==> src/rtl/dct_module.sv <==
// Cepstral DCT engine: buffers N_MEL log-mel samples per frame, then MACs them against
// a programmable Q15 cosine table, emitting N_MFCC saturated Q11 coefficients in order.
module dct_module #(
  parameter int N_MEL  = 16,
  parameter int N_MFCC = 13
) (
  input  logic                              clk,
  input  logic                              rst,
  input  logic signed [15:0]                log_in,
  input  logic                              log_valid,
  input  logic                              coef_we,
  input  logic [$clog2(N_MFCC*N_MEL)-1:0]   coef_addr,
  input  logic signed [15:0]                coef_wdata,
  output logic signed [15:0]                mfcc_out,
  output logic                              mfcc_valid,
  output logic [$clog2(N_MFCC)-1:0]         mfcc_idx,
  output logic                              frame_done,
  output logic                              busy,
  output logic                              overflow_err
);
  localparam int COEF_N = N_MFCC * N_MEL;
  localparam int AW     = $clog2(COEF_N);
  localparam int NW     = $clog2(N_MEL);
  localparam int KW     = $clog2(N_MFCC);
  localparam int ACCW   = 32 + NW + 1;
  localparam logic [NW-1:0]          N_LAST  = NW'(N_MEL - 1);
  localparam logic [KW-1:0]          K_LAST  = KW'(N_MFCC - 1);
  localparam logic signed [ACCW-1:0] SAT_MAX = ACCW'(32767);
  localparam logic signed [ACCW-1:0] SAT_MIN = ACCW'(-32768);

  typedef enum logic [1:0] {IDLE, MAC, EMIT} state_t;
  state_t state, next_state;

  logic signed [15:0] in_buf   [N_MEL];
  logic signed [15:0] cmp_buf  [N_MEL];
  logic signed [15:0] coef_mem [COEF_N];

  logic [NW-1:0]          wr_idx;
  logic [NW-1:0]          n;
  logic [KW-1:0]          k;
  logic [AW-1:0]          cptr;
  logic signed [31:0]     prod;
  logic signed [ACCW-1:0] acc, acc_next, acc_sh;
  logic signed [15:0]     sat_val;
  logic                   last_sample, start, coef_ok;

  assign last_sample = log_valid && (wr_idx == N_LAST);
  assign start       = last_sample && !busy;
  assign coef_ok     = ({1'b0, coef_addr} < (AW+1)'(COEF_N));

  // Coefficients are stored row-major (k*N_MEL+n), so a single running pointer walks them.
  assign prod     = cmp_buf[n] * coef_mem[cptr];
  assign acc_next = acc + ACCW'(prod);
  assign acc_sh   = acc_next >>> 15;

  always_comb begin
    sat_val = acc_sh[15:0];
    if (acc_sh > SAT_MAX)      sat_val = 16'sh7fff;
    else if (acc_sh < SAT_MIN) sat_val = 16'sh8000;
  end

  always_ff @(posedge clk) begin
    if (rst) state <= IDLE;
    else     state <= next_state;
  end

  always_comb begin
    next_state = state;
    busy       = (state != IDLE);
    case (state)
      IDLE:    if (start) next_state = MAC;
      MAC:     if (n == N_LAST) next_state = EMIT;
      EMIT:    next_state = (k == K_LAST) ? IDLE : MAC;
      default: next_state = IDLE;
    endcase
  end

  // Buffers and coefficient table carry no reset; the table must survive rst.
  always_ff @(posedge clk) begin
    if (!rst && log_valid) begin
      in_buf[wr_idx] <= log_in;
      if (start) begin
        for (int i = 0; i < N_MEL; i++)
          cmp_buf[i] <= (i == N_MEL - 1) ? log_in : in_buf[i];
      end
    end
    if (!rst && coef_we && !busy && coef_ok)
      coef_mem[coef_addr] <= coef_wdata;
  end

  always_ff @(posedge clk) begin
    if (rst) begin
      wr_idx       <= '0;
      n            <= '0;
      k            <= '0;
      cptr         <= '0;
      acc          <= '0;
      mfcc_out     <= '0;
      mfcc_idx     <= '0;
      mfcc_valid   <= 1'b0;
      frame_done   <= 1'b0;
      overflow_err <= 1'b0;
    end else begin
      mfcc_valid <= 1'b0;
      frame_done <= 1'b0;
      if (log_valid)
        wr_idx <= (wr_idx == N_LAST) ? '0 : wr_idx + 1'b1;
      if (last_sample && busy)
        overflow_err <= 1'b1;
      case (state)
        IDLE: begin
          if (start) begin
            n    <= '0;
            k    <= '0;
            cptr <= '0;
            acc  <= '0;
          end
        end
        MAC: begin
          acc  <= acc_next;
          cptr <= cptr + 1'b1;
          n    <= (n == N_LAST) ? '0 : n + 1'b1;
          // Outputs register on the final MAC so the pulse lands in the EMIT cycle.
          if (n == N_LAST) begin
            mfcc_out   <= sat_val;
            mfcc_idx   <= k;
            mfcc_valid <= 1'b1;
            frame_done <= (k == K_LAST);
          end
        end
        EMIT: begin
          acc <= '0;
          if (k != K_LAST) k <= k + 1'b1;
        end
        default: ;
      endcase
    end
  end
endmodule
==> config.mk <==
export PLATFORM = sky130hd
export DESIGN_NAME = dct_module
export DESIGN_NICKNAME = d
export VERILOG_FILES = /design/src/rtl/dct_module.sv
export SDC_FILE = /design/constraint.sdc
export NUM_CORES = 2
export LEC_CHECK = 0
export CORE_UTILIZATION = 60
export DETAILED_ROUTE_END_ITERATION = 7
export PLACE_DENSITY = 0.77
export SLEW_MARGIN = 40
export SYNTH_ARGS = -nofsm -noshare
export SYNTH_HDL_FRONTEND = slang
export SYNTH_SLANG_ARGS = --single-unit
==> constraint.sdc <==
create_clock -name clk -period 43.4 [get_ports clk]
set_input_delay 8.68 -clock clk [delete_from_list [all_inputs] [get_ports clk]]
set_output_delay 8.68 -clock clk [all_outputs]
set_load 0.03 [all_outputs]
Yosys cells after proc, flatten, opt, wreduce, memory -nomap -nowiden

Memories as Yosys holds them, arrays and structs flattened. A register that Yosys moved wholly into a read port is not among the register bits.
Cells that the tools add are included.

Flip-flop bits (word level): 82
Bits in writable memories: 3840
Input bits: 44
Output and inout port bits: 24
Memories: 3

$add $sub $neg: 5
Multiply operators: 1
Magnitude comparators: 3
Eq/ne operators: 9
Muxes and demuxes: 28
Bitwise logic cells: 2
Reductions and logical operators: 21

Memories:

| memory   | depth | bits a word | read ports | clocked after memory_dff | wr ports | RTL line | RTL |
|---|---|---|---|---|---|---|---|
| coef_mem | 208   | 16          | 1          | 1                        | 1        | 36       | `logic signed [15:0] coef_mem [COEF_N];` |
| cmp_buf  | 16    | 16          | 1          | 1                        | 16       | 35       | `logic signed [15:0] cmp_buf [N_MEL];` |
| in_buf   | 16    | 16          | 15         | 0                        | 1        | 34       | `logic signed [15:0] in_buf [N_MEL];` |

Operators by type and width:

| operator             | number |
|---|---|
| $pmux 37 s3          | 1 |
| $add 37x32->37       | 1 |
| $mux 37              | 1 |
| $mul 16x16->32       | 1 |
| $mux 16              | 2 |
| $mux 4               | 6 |
| $mux 8               | 3 |
| $gt 22x16->1 const B | 1 |
| $lt 22x16->1 const B | 1 |
| $pmux 4 s2           | 2 |
| $pmux 8 s2           | 1 |
| $add 4x1->4 const B  | 3 |
| $eq 4x4->1 const B   | 3 |
| $mux 1               | 9 |
| $add 8x1->8 const B  | 1 |
| $lt 8x8->1 const B   | 1 |
| $reduce_and 2->1     | 4 |
| $logic_and 1x1->1    | 7 |
| $ne 2x2->1 const B   | 3 |
| $pmux 2 s3           | 1 |
| $reduce_bool 2->1    | 3 |
| $mux 2               | 2 |
| $ne 4x4->1 const B   | 1 |
| $reduce_and 3->1     | 1 |
| 8 further kinds      | 10 |

Longest topological paths before layout

Depth in word-level cells: 7
Gate-level depth with buffers: 39
Depth with buffers taken out: 30

Least setup slack after synthesis

Ideal clock, no wire load.

Path kind: input-to-reg
Start point: in rst
End point: mem cmp_buf[0][0], enable pin
Setup time: 877 ps
Arrival time: 19915 ps
Data required time: 42523 ps
Setup slack: 22608 ps
Cell stages on the path: 4
Path through: clkbuf_1 > clkbuf_1 > buf_1 > nor2_1

RTL lines:

| item               | RTL line | RTL |
|---|---|---|
| start: declaration | 8        | `input logic rst,` |
| end: declaration   | 35       |  |

==> flow_summary.ini <==
[cells_and_area]
final_layout_size_suffix_gt1_frac = 0.2609
fin_nets = 8249
area_growth_pct = 11.80

[yosys]
ys_seq_area_frac = 0.7321
syn_avg_cell_area_um2 = 21.72
synth_xor_xnor_area_share = 0.002833
synth_top_family_by_area = multiplexers
synth_area_mm2 = 0.1594
synth_compound_area_frac = 0.009018
yosys-top-cells-count = edfxtp_1, mux4_2, nor2_1, inv_1, fa_1
synth_most_common_cell = edfxtp_1
async_flop_share = 0
synthAdderAreaFrac = 0.04911
ys_seq_elements = 3918
synthesis.nets = 7820
netlist_top_cells_area = edfxtp_1, mux4_2, fa_1, dfxtp_1, nor2_1
synth_ff_type = edfxtp_1
synth_area_leader_cell = edfxtp_1
yosysTopAreaCellShare = 0.7203
synthSimpleGateAreaFrac = 0.02246
ys_types = 62
synth_mux_area_frac = 0.1645
yosys_warnings = 0
synthCells = 7341
synth_edf_count = 3824

[clocking]
ctsHoldBuffers = 0
cts_max_path_buffers = 4
cts.sinks = 3918
cts_tree = done
clk_pin_slew_ns = 0.06
post_cts_buffers = 0
numCtsBuffers = 383
htreeDepth = 5
ctsResizeCount = 0
cts_root_buffer = clkbuf_16
clkLatencyLatePin_ns = 0.98

[floorplanning]
start_util = 0.6057
die_x_um = 517.5
die_area_mm2 = 0.2678
io_pins = 68
core_mm2 = 0.2632
die_y_um = 517.5
row_count = 188

[setup_path]
worst_setup_path_start_kind = flip-flop
slowest_stage = fa_1
critPathKind = reg2reg
cp.required_ns = 44.10
arrival_ns = 14.01
cp-end-kind = flip-flop
worstPathMaxFanout = 40
critPathMaxStageDelay_ns = 0.81
reg2reg_slack_ns = 30.09

[place]
gp_congestion = 0.8727
io_buffers = 67
dpl.hpwl_mm = 224.8
dp_worst_setup_slack_ns = 29.56

[sta]
finalHoldViolations = 0
setup_viol = 0
drv_slew = 0
min_period_over_period = 0.3067
worst_clock_skew_ns = 0.1275
rsz0062_at_grt = no
tns_ns = 0
tightest_slew_ns = 0.9130
timing.final.crit_period_ns = 13.31
clock.fmax_mhz = 75.12
finalWorstSetupSlack_ns = 30.09
relSlewSlack = 0.3756

[global_routing]
overflow = 0
antenna_found_initial = 19
grt_pass1_wl_mm = 588.5
grt_use_total = 0.3123
grt_max_degree = 145
grt_pass1_vias = 81870

[flow_run]
cap_viol_max_count = 0

[routing]
wirelength_mm = 412.0
highest_layer = met5
ant_nets = 0
drc = 0
viasPerCell = 6.810
first_pass_iters = 6
met2_length_mm = 199.5
met3_length_mm = 49.44
wl_per_cell_um = 35.51
dr.first_iter.drc_count = 11903
vias = 79028
met1Wirelength_mm = 144.0

[hold_path]
hold_path_class = reg2reg
holdCritStartpoint = in_buf[8][11]

[pwr]
vdd_drop_max_mv = 0.04228
p_leak_nw = 56.57
powerDensity_mw_per_mm2 = 42.29

[run_status]
outcome = finished clean
through the flow:
step | total power [mW] | hold WS, ns | instance area, um^2 | cells | utilization
floorplan | 4.247 | 0.4003 | 159400 | 7341 | -
global placement | 4.310 | 0.4002 | 165200 | 10878 | 0.6275
detailed placement | 4.317 | 0.4045 | 165500 | 10884 | 0.6288
CTS | 7.546 | 0.3746 | 177700 | 11582 | 0.6753
global route | 7.687 | 0.3795 | 178200 | 11602 | 0.6771
finish | 7.537 | 0.3661 | 178200 | 11604 | 0.6771
layer usage:
metal	up-vias	GRT usage
li1	30525	-
met4	12	0.1267
met2	6034	0.4946
met1	41454	0.4299
met3	1003	0.06622
met5	-	0
kinds of logic (layout without fill, tap and decap cells):
logic type                 count (synthesis)  after routing
DFF                                     3918           3918
AOI/OAI and AO/OA                        209            209
muxes                                   1168           1168
and+or+nand+nor                          831            831
adders and majority gates                435            435
xor gates and xnor gates                  50             50
buffers and inverters                    730           1472
other                                      0              6
report_power, final:
part / leakage (nW) / internal [mW] / switching (mW) / total [mW]
sequential: 35.1 / 4.15 / 0.00138 / 4.15
clock: 5.96 / 1.84 / 1.45 / 3.29
combinational: 15.5 / 0.0156 / 0.0790 / 0.0946
worst paths after layout:
check / to / depth (start not counted)
max: mfcc_out[3] / 34
min: cmp_buf[8][11] / 0
min reg2reg: cmp_buf[8][11] / 0
max reg2reg: mfcc_out[3] / 34
area by class of cell:
class                   instances  area (um^2)
flip-flops and latches       3918       116700
fillers                     15205        84990
multi-input cells            2693        39670
clock buffers                 455         9918
well taps                    3515         4398
repair buffers                405         3786
clock inverters               243         2321
inverters                     369         1386
diodes                          6        15.01
registers in the layout, summed over array words and instances, names as in the netlist, 2 cells and up, named ones only:
register and flops:
wr_idx 4, acc 37, cptr 8, coef_mem 3328, n 4, cmp_buf 256, k 4, state 2
mfcc_out 16, in_buf 240, mfcc_idx 4
worst max-delay path: cells and delay by family, from the launching register on:
family / cells / cell delay [ns]
flip-flops: 1 / 0.76
XOR/XNOR: 1 / 0.28
AND/OR/NAND/NOR: 5 / 1.11
AO/OA/AOI/OAI: 8 / 2.57
multiplexers: 3 / 1.78
adder cells (fa/ha/maj): 7 / 3.47
buffers and inverters: 10 / 2.90
layout by cell type, fill, tap and decap left out, types with 26 or more instances in the layout:
cell	synthesis	layout
edfxtp_1	3824	3824
mux4_2	1161	1161
clkbuf_16	0	386
nor2_1	398	367
inv_1	366	363
fa_1	318	318
buf_4	32	285
nand2_1	233	230
ha_1	117	117
clkinv_1	0	100
and2_1	94	94
dfxtp_1	94	85
clkinv_2	0	77
clkbuf_1	140	69
clkdlybuf4s50_1	0	50
a22oi_1	44	44
a21oi_1	43	43
bufinv_16	0	34
buf_6	21	32
nand3_1	31	30
xor2_1	27	27
nor2_2	0	26
Note: power is estimated with default switching activity, not from simulation.
